==> src/rtl/glitch_monitor_seq.sv <==
`timescale 1ns/1ps
`default_nettype none
// ============================================================================
// Module      : glitch_monitor_seq
// Description : Multi-channel TDL glitch monitor. During an armed window of
//               programmable length it tracks, for every channel, the minimum
//               ones-count, a saturating hit counter and the first-hit
//               timestamp. After the window it streams a framed byte report
//               that ends in an XOR checksum, over a valid/ready byte port.
//
// Ports       : clk         - single clock (TDL capture domain)
//               rstn        - asynchronous active-low reset
//               cnt_in      - NCH ones-counts, channel k at [k*CNT_W +: CNT_W]
//               cnt_valid   - cnt_in valid this cycle
//               thresh      - shared glitch threshold, sampled live
//               win_len     - window length in cycles, latched on arm
//               arm         - start-window pulse (only honoured in IDLE)
//               abort       - end the window early (only honoured in MON)
//               glitch_live - per-channel hit flag, one cycle after the sample
//               busy        - high whenever the monitor is not idle
//               done        - one-cycle pulse after the last report byte
//               byte_data   - report byte
//               byte_valid  - byte_data valid
//               byte_ready  - consumer accepts the byte
//
// Revision    : 1.0 - initial release
// ============================================================================
module glitch_monitor_seq #(
    parameter int NCH   = 4,
    parameter int CNT_W = 7,
    parameter int EVT_W = 8,
    parameter int TS_W  = 16
) (
    input  logic                 clk,
    input  logic                 rstn,
    input  logic [NCH*CNT_W-1:0] cnt_in,
    input  logic                 cnt_valid,
    input  logic [CNT_W-1:0]     thresh,
    input  logic [TS_W-1:0]      win_len,
    input  logic                 arm,
    input  logic                 abort,
    output logic [NCH-1:0]       glitch_live,
    output logic                 busy,
    output logic                 done,
    output logic [7:0]           byte_data,
    output logic                 byte_valid,
    input  logic                 byte_ready
);

    // ------------------------------------------------------------------------
    // Derived constants
    // ------------------------------------------------------------------------
    localparam int EVT_B = EVT_W / 8;            // event counter bytes
    localparam int TS_B  = TS_W / 8;             // timestamp bytes
    localparam int BPC   = 2 + EVT_B + TS_B;     // report bytes per channel
    localparam int SUB_W = $clog2(BPC);          // BPC >= 4, so SUB_W >= 2
    localparam int CH_W  = (NCH > 1) ? $clog2(NCH) : 1;

    localparam logic [1:0] S_IDLE   = 2'd0;
    localparam logic [1:0] S_MON    = 2'd1;
    localparam logic [1:0] S_REPORT = 2'd2;

    // Report segment: header byte, per-channel body, checksum trailer
    localparam logic [1:0] SEG_HDR  = 2'd0;
    localparam logic [1:0] SEG_BODY = 2'd1;
    localparam logic [1:0] SEG_TRL  = 2'd2;

    localparam logic [7:0] HDR_NORMAL  = 8'hA5;
    localparam logic [7:0] HDR_ABORTED = 8'h5A;

    // ------------------------------------------------------------------------
    // Declarations
    // ------------------------------------------------------------------------
    logic [1:0]       state_q;
    logic [1:0]       state_d;

    logic [TS_W-1:0]  win_cnt_q;
    logic [TS_W-1:0]  tcnt_q;
    logic             aborted_q;

    logic [NCH-1:0]   glitch_q;
    logic [1:0]       seg_q;
    logic [CH_W-1:0]  ch_q;
    logic [SUB_W-1:0] sub_q;
    logic [7:0]       chk_q;
    logic             done_q;

    // Per-channel statistics, gathered from the g_ch generate block
    logic [CNT_W-1:0] w_min [NCH];
    logic [EVT_W-1:0] w_evt [NCH];
    logic [TS_W-1:0]  w_ts  [NCH];
    logic [NCH-1:0]   w_ovf;
    logic [NCH-1:0]   w_hitf;
    logic [NCH-1:0]   w_hit;

    logic             w_arm_go;
    logic             w_mon;
    logic             w_xfer;
    logic [7:0]       w_body;

    assign w_arm_go = (state_q == S_IDLE) && arm;
    assign w_mon    = (state_q == S_MON);
    assign w_xfer   = byte_valid && byte_ready;

    // ------------------------------------------------------------------------
    // FSM: state register
    // ------------------------------------------------------------------------
    always_ff @(posedge clk or negedge rstn) begin
        if (!rstn) begin
            state_q <= S_IDLE;
        end else begin
            state_q <= state_d;
        end
    end

    // ------------------------------------------------------------------------
    // FSM: next-state logic
    // ------------------------------------------------------------------------
    always_comb begin
        state_d = state_q;
        case (state_q)
            S_IDLE: begin
                if (arm) begin
                    state_d = S_MON;
                end
            end
            S_MON: begin
                // win_cnt_q == 1 marks the last sample cycle of the window
                if (abort || (win_cnt_q == TS_W'(1))) begin
                    state_d = S_REPORT;
                end
            end
            S_REPORT: begin
                if (w_xfer && (seg_q == SEG_TRL)) begin
                    state_d = S_IDLE;
                end
            end
            default: begin
                state_d = S_IDLE;
            end
        endcase
    end

    // ------------------------------------------------------------------------
    // FSM: output logic
    // ------------------------------------------------------------------------
    always_comb begin
        busy        = (state_q != S_IDLE);
        byte_valid  = (state_q == S_REPORT);
        done        = done_q;
        glitch_live = w_mon ? glitch_q : '0;
        byte_data   = 8'h00;
        if (state_q == S_REPORT) begin
            case (seg_q)
                SEG_HDR:  byte_data = aborted_q ? HDR_ABORTED : HDR_NORMAL;
                SEG_BODY: byte_data = w_body;
                SEG_TRL:  byte_data = chk_q;
                default:  byte_data = 8'h00;
            endcase
        end
    end

    // ------------------------------------------------------------------------
    // Window length / timestamp counters
    // ------------------------------------------------------------------------
    always_ff @(posedge clk or negedge rstn) begin
        if (!rstn) begin
            win_cnt_q <= TS_W'(1);
            tcnt_q    <= '0;
            aborted_q <= 1'b0;
        end else if (w_arm_go) begin
            // A zero length still gives a one-sample window
            win_cnt_q <= (win_len == '0) ? TS_W'(1) : win_len;
            tcnt_q    <= '0;
            aborted_q <= 1'b0;
        end else if (w_mon) begin
            tcnt_q    <= tcnt_q + TS_W'(1);
            win_cnt_q <= win_cnt_q - TS_W'(1);
            if (abort) begin
                aborted_q <= 1'b1;
            end
        end
    end

    // ------------------------------------------------------------------------
    // Per-channel statistics
    // ------------------------------------------------------------------------
    for (genvar k = 0; k < NCH; k++) begin : g_ch
        logic [CNT_W-1:0] w_cnt;
        logic [CNT_W-1:0] min_q;
        logic [EVT_W-1:0] evt_q;
        logic [TS_W-1:0]  ts_q;
        logic             ovf_q;
        logic             hit_q;

        assign w_cnt    = cnt_in[k*CNT_W +: CNT_W];
        assign w_hit[k] = w_mon && cnt_valid && (w_cnt <= thresh);

        always_ff @(posedge clk or negedge rstn) begin
            if (!rstn) begin
                min_q <= '1;
                evt_q <= '0;
                ovf_q <= 1'b0;
                hit_q <= 1'b0;
                ts_q  <= '1;
            end else if (w_arm_go) begin
                min_q <= '1;
                evt_q <= '0;
                ovf_q <= 1'b0;
                hit_q <= 1'b0;
                ts_q  <= '1;
            end else if (w_mon && cnt_valid) begin
                if (w_cnt < min_q) begin
                    min_q <= w_cnt;
                end
                if (w_hit[k]) begin
                    // Saturate the counter; a hit that would wrap flags overflow
                    if (&evt_q) begin
                        ovf_q <= 1'b1;
                    end else begin
                        evt_q <= evt_q + EVT_W'(1);
                    end
                    if (!hit_q) begin
                        ts_q  <= tcnt_q;
                        hit_q <= 1'b1;
                    end
                end
            end
        end

        assign w_min[k]  = min_q;
        assign w_evt[k]  = evt_q;
        assign w_ts[k]   = ts_q;
        assign w_ovf[k]  = ovf_q;
        assign w_hitf[k] = hit_q;
    end

    // Live hit flags: the hit condition delayed by one cycle
    always_ff @(posedge clk or negedge rstn) begin
        if (!rstn) begin
            glitch_q <= '0;
        end else begin
            glitch_q <= w_hit;
        end
    end

    // ------------------------------------------------------------------------
    // Report sequencer. seg/ch/sub point at the byte currently presented;
    // they only move on a completed transfer, which keeps byte_data stable
    // under backpressure. chk_q accumulates every transferred byte so the
    // trailer is the XOR of everything before it.
    // ------------------------------------------------------------------------
    always_ff @(posedge clk or negedge rstn) begin
        if (!rstn) begin
            seg_q  <= SEG_HDR;
            ch_q   <= '0;
            sub_q  <= '0;
            chk_q  <= 8'h00;
            done_q <= 1'b0;
        end else begin
            done_q <= (state_q == S_REPORT) && w_xfer && (seg_q == SEG_TRL);
            if (state_q != S_REPORT) begin
                seg_q <= SEG_HDR;
                ch_q  <= '0;
                sub_q <= '0;
                chk_q <= 8'h00;
            end else if (w_xfer) begin
                chk_q <= chk_q ^ byte_data;
                case (seg_q)
                    SEG_HDR: begin
                        seg_q <= SEG_BODY;
                    end
                    SEG_BODY: begin
                        if (sub_q == SUB_W'(BPC - 1)) begin
                            sub_q <= '0;
                            if (ch_q == CH_W'(NCH - 1)) begin
                                seg_q <= SEG_TRL;
                            end else begin
                                ch_q <= ch_q + CH_W'(1);
                            end
                        end else begin
                            sub_q <= sub_q + SUB_W'(1);
                        end
                    end
                    default: begin
                        seg_q <= seg_q;
                    end
                endcase
            end
        end
    end

    // ------------------------------------------------------------------------
    // Channel body byte select: status, min, evt (MSB first), ts (MSB first)
    // ------------------------------------------------------------------------
    always_comb begin
        w_body = 8'h00;
        if (sub_q == '0) begin
            w_body = {w_hitf[ch_q], w_ovf[ch_q], 6'b000000};
        end else if (sub_q == SUB_W'(1)) begin
            w_body = 8'(w_min[ch_q]);
        end
        for (int b = 0; b < EVT_B; b++) begin
            if (sub_q == SUB_W'(2 + b)) begin
                w_body = w_evt[ch_q][8*(EVT_B-1-b) +: 8];
            end
        end
        for (int b = 0; b < TS_B; b++) begin
            if (sub_q == SUB_W'(2 + EVT_B + b)) begin
                w_body = w_ts[ch_q][8*(TS_B-1-b) +: 8];
            end
        end
    end

endmodule
`default_nettype wire

==> config.mk <==
export PLATFORM = sky130hd
export DESIGN_NAME = glitch_monitor_seq
export DESIGN_NICKNAME = d
export VERILOG_FILES = /design/src/rtl/glitch_monitor_seq.sv
export SDC_FILE = /design/constraint.sdc
export NUM_CORES = 1
export LEC_CHECK = 0
export ABC_CLOCK_PERIOD_IN_PS = 2780
export CORE_ASPECT_RATIO = 0.5
export CORE_MARGIN = 5
export CORE_UTILIZATION = 50
export CTS_CLUSTER_DIAMETER = 60
export DETAILED_ROUTE_END_ITERATION = 6
export PLACE_DENSITY = 0.68
export SLEW_MARGIN = 20
export SYNTH_ARGS = -nofsm -noshare
export SYNTH_HDL_FRONTEND = slang
export SYNTH_SLANG_ARGS = --single-unit
==> constraint.sdc <==
create_clock -name clk -period 2.78 [get_ports clk]
set_clock_uncertainty 0.05 [all_clocks]
set_input_delay 0.417 -clock clk [delete_from_list [all_inputs] [get_ports clk]]
set_output_delay 0.417 -clock clk [all_outputs]
set_load 0.05 [all_outputs]
==> results.py <==
metrics = {
    "run_status": {
        "outcome": "complete, but fails checks",
        "violations": "setup timing",
    },
    "clock_tree": {
        "htree_levels": 4,
        "cts_tree": "built",
        "clk_latency_ps": 440,
        "cts_sinks": 187,
        "cts-root-buf": "clkbuf_16",
        "cts_buffer_depth": 2,
        "cts_buffers": 17,
        "clk_pin_slew_ps": 70,
    },
    "placed_design": {
        "hpwl_mm": 22.22,
        "place_area_um2": 12660,
        "port_buffers": 71,
        "place_congestion": 0.8964,
    },
    "setup_path": {
        "cp-start-kind": "register",
        "crit_fanout": 6,
        "path_class": "register to output pin",
        "required_ps": 2310,
        "end_kind": "output pin",
        "arrival_ps": 2590,
    },
    "min_path": {
        "hold_class": "register to register",
    },
    "global_route": {
        "grt_max_degree": 81,
        "grt_pass1_wl_mm": 51.09,
        "grt_antenna_before_repair": 0,
        "track_usage_pct": 24.66,
        "grt.overflow.total": 0,
        "first_global_vias": 9628,
    },
    "layout": {
        "stdcell_area_um2": 13800,
        "fin_nets": 1445,
        "antenna_cells": 0,
        "syn2layout_area_growth_pct": 22.36,
        "multi_input_area_um2": 6217,
        "drive_above_1_share_pct": 23.13,
        "n_fill_cell": 1735,
        "final-seq-area_um2": 4798,
    },
    "synthesis": {
        "ys_seq_area_share_pct": 42.53,
        "syn-num-nets": 1336,
        "synth_common_cells": "nand2_1, nor2_1, a21oi_1",
        "synth_top_area_share_pct": 21.67,
        "ys_ff_latch": 187,
        "yosysWarningCount": 0,
        "syn-cell-area_um2": 11280,
        "yosys.area.top_type": "dfstp_2",
        "ys.flop_type": "dfrtp_1",
        "synth-edff-count": 0,
        "syn_avg_cell_area_um2": 9.289,
        "yosysMostFrequentCell": "nand2_1",
        "syn_inst": 1214,
        "async_flop_share_pct": 100.0,
        "synth.area.top_cells": "dfstp_2, dfrtp_1, ha_1",
        "synthDistinctLibCells": 72,
    },
    "route": {
        "ant_nets": 0,
        "vias": 9680,
        "post_drt_wl_per_cell_um": 19.23,
        "vias_per_cell": 5.917,
        "drt-pass1-iter-count": 5,
        "dr.first_iter.drc_count": 856,
        "drt-total-wl_mm": 31.46,
        "drc": 0,
    },
    "power_and_ir_drop": {
        "p_leak_nw": 6.071,
        "vdd_ir_drop_max_mv": 0.5111,
        "cellPowerDensity_nw_per_um2": 877.7,
    },
    "sta": {
        "worst_slack_ps": -273.7,
        "slew_violations": 0,
        "hold_viol": 0,
        "fin_setup_tns_ps": -1668,
        "slew-limit-headroom_pct": 52.33,
        "rsz0062_at_grt": "yes",
        "hold_slack_ps": 431.5,
        "worstMarginPinSlew_ps": 709.6,
        "finalCritPeriodShare_pct": 109.8,
        "setup_viol": 8,
        "period_minus_slack_ps": 3054,
        "fmax_ghz": 0.3275,
    },
    "floorplan": {
        "die_w_um": 222.4,
        "core_area_um2": 21920,
        "die_h_um": 116.2,
        "dieArea_um2": 25840,
        "start_util_pct": 51.45,
        "rows": 38,
        "ioPinCount": 72,
    },
    "run": {
        "cap_violations": 0,
    },
}
-- per-layer routing --
| metal | vias up | share of wire [%] | global-route usage [%] |
|---|---|---|---|
| met5 | - | 0 | 0 |
| met4 | 0 | 2.2 | 7.137 |
| met3 | 47 | 5.6 | 4.646 |
| met2 | 287 | 47 | 41.54 |
| met1 | 4773 | 45 | 33.24 |
| li1 | 4573 | - | - |
-- placed cells by master, fill, tap and decap left out, types with 11 or more instances in the layout --
cell	n
nand2_1	130
nor2_1	115
a21oi_1	107
dfstp_2	93
dfrtp_1	92
buf_4	72
o21ai_0	62
ha_1	61
mux2i_1	57
clkdlybuf4s50_1	57
inv_1	55
nand3_1	52
nor3_1	22
clkbuf_16	20
and3_1	17
nand2b_1	16
nor2b_1	16
a31oi_1	15
mux4_2	14
nand4_1	14
buf_12	14
o211ai_1	13
buf_6	13
a211oi_1	11
-- critical path, stage by stage, from the launching register on --
cell	delay (ps)
dfrtp_1	440
buf_6	130
ha_4	130
or3b_4	480
o22ai_2	310
a211oi_4	100
a211oi_2	170
a21oi_1	100
nor2_2	110
buf_6	160
-- power breakdown --
group          switching [W]  internal [W]  total, W
Sequential          0.000886       0.00407   0.00496
Combinational        0.00272       0.00192   0.00464
Clock                0.00113       0.00138   0.00251
Total                0.00473       0.00738    0.0121
-- state kept, by name (all words and copies together) (netlist names) --
| register | flops |
|---|---|
| aborted_q | 1 |
| seg_q | 2 |
| win_cnt_q | 16 |
| g_ch.min_q | 28 |
| g_ch.evt_q | 32 |
| g_ch.ovf_q | 4 |
| ch_q | 2 |
| sub_q | 3 |
| glitch_q | 4 |
| g_ch.hit_q | 4 |
| state_q | 2 |
| g_ch.ts_q | 64 |
| done | 1 |
| tcnt_q | 16 |
| chk_q | 8 |
-- stage by stage --
stage	setup WS (ps)	instances	total power (W)	utilization (%)
2_1_floorplan	119.1	1214	0.007761	-
3_3_place_gp	-90.10	1578	0.009060	57.77
3_5_place_dp	-152.7	1578	0.009281	57.77
4_1_cts	-222.9	1628	0.01205	62.34
5_1_grt	-370.6	1636	0.01291	62.95
6_report	-273.7	1636	0.01211	62.95
-- repair_timing --
item	CTS	global route
resized for setup	55	9
pin swaps	25	20
hold buffers	1	0
setup endpoints to repair	8	8
gates cloned	0	2
endpoints found under the hold margin	24	0
buffers inserted	18	6
-- cell families (layout without fill, tap and decap cells) --
family	after synthesis	count (layout)	share of synthesized area, %
AND/OR/NAND/NOR	439	439	18.57
adder cells (fa/ha/maj)	65	65	7.212
AO/OA/AOI/OAI	312	312	17.86
flip-flops	187	187	42.53
XOR/XNOR	13	13	1.010
multiplexers	72	72	7.955
buffers and inverters	126	248	4.860
-- worst paths after layout --
path	start	to	slack, ps	depth (start not counted)
setup reg to reg	sub_q[1]	chk_q[1]	330	10
setup / recovery	sub_q[1]	byte_data[0]	-270	9
hold reg to reg	g_ch[1].ts_q[3]	g_ch[1].ts_q[3]	430	2
hold / removal	g_ch[1].ts_q[3]	g_ch[1].ts_q[3]	430	2
min in group asynchronous	rstn	ch_q[0]	520	2
max in group asynchronous	rstn	win_cnt_q[0]	1370	3
-- layout make-up --
class | count | area share (%)
multi-input combinational | 901 | 45.06
clock inverter | 9 | 0.6982
sequential | 187 | 34.78
timing repair buffer | 159 | 11.58
clock buffer | 23 | 3.618
tap | 300 | 2.720
inverter | 57 | 1.551
Power figures use the tool's default switching activity.
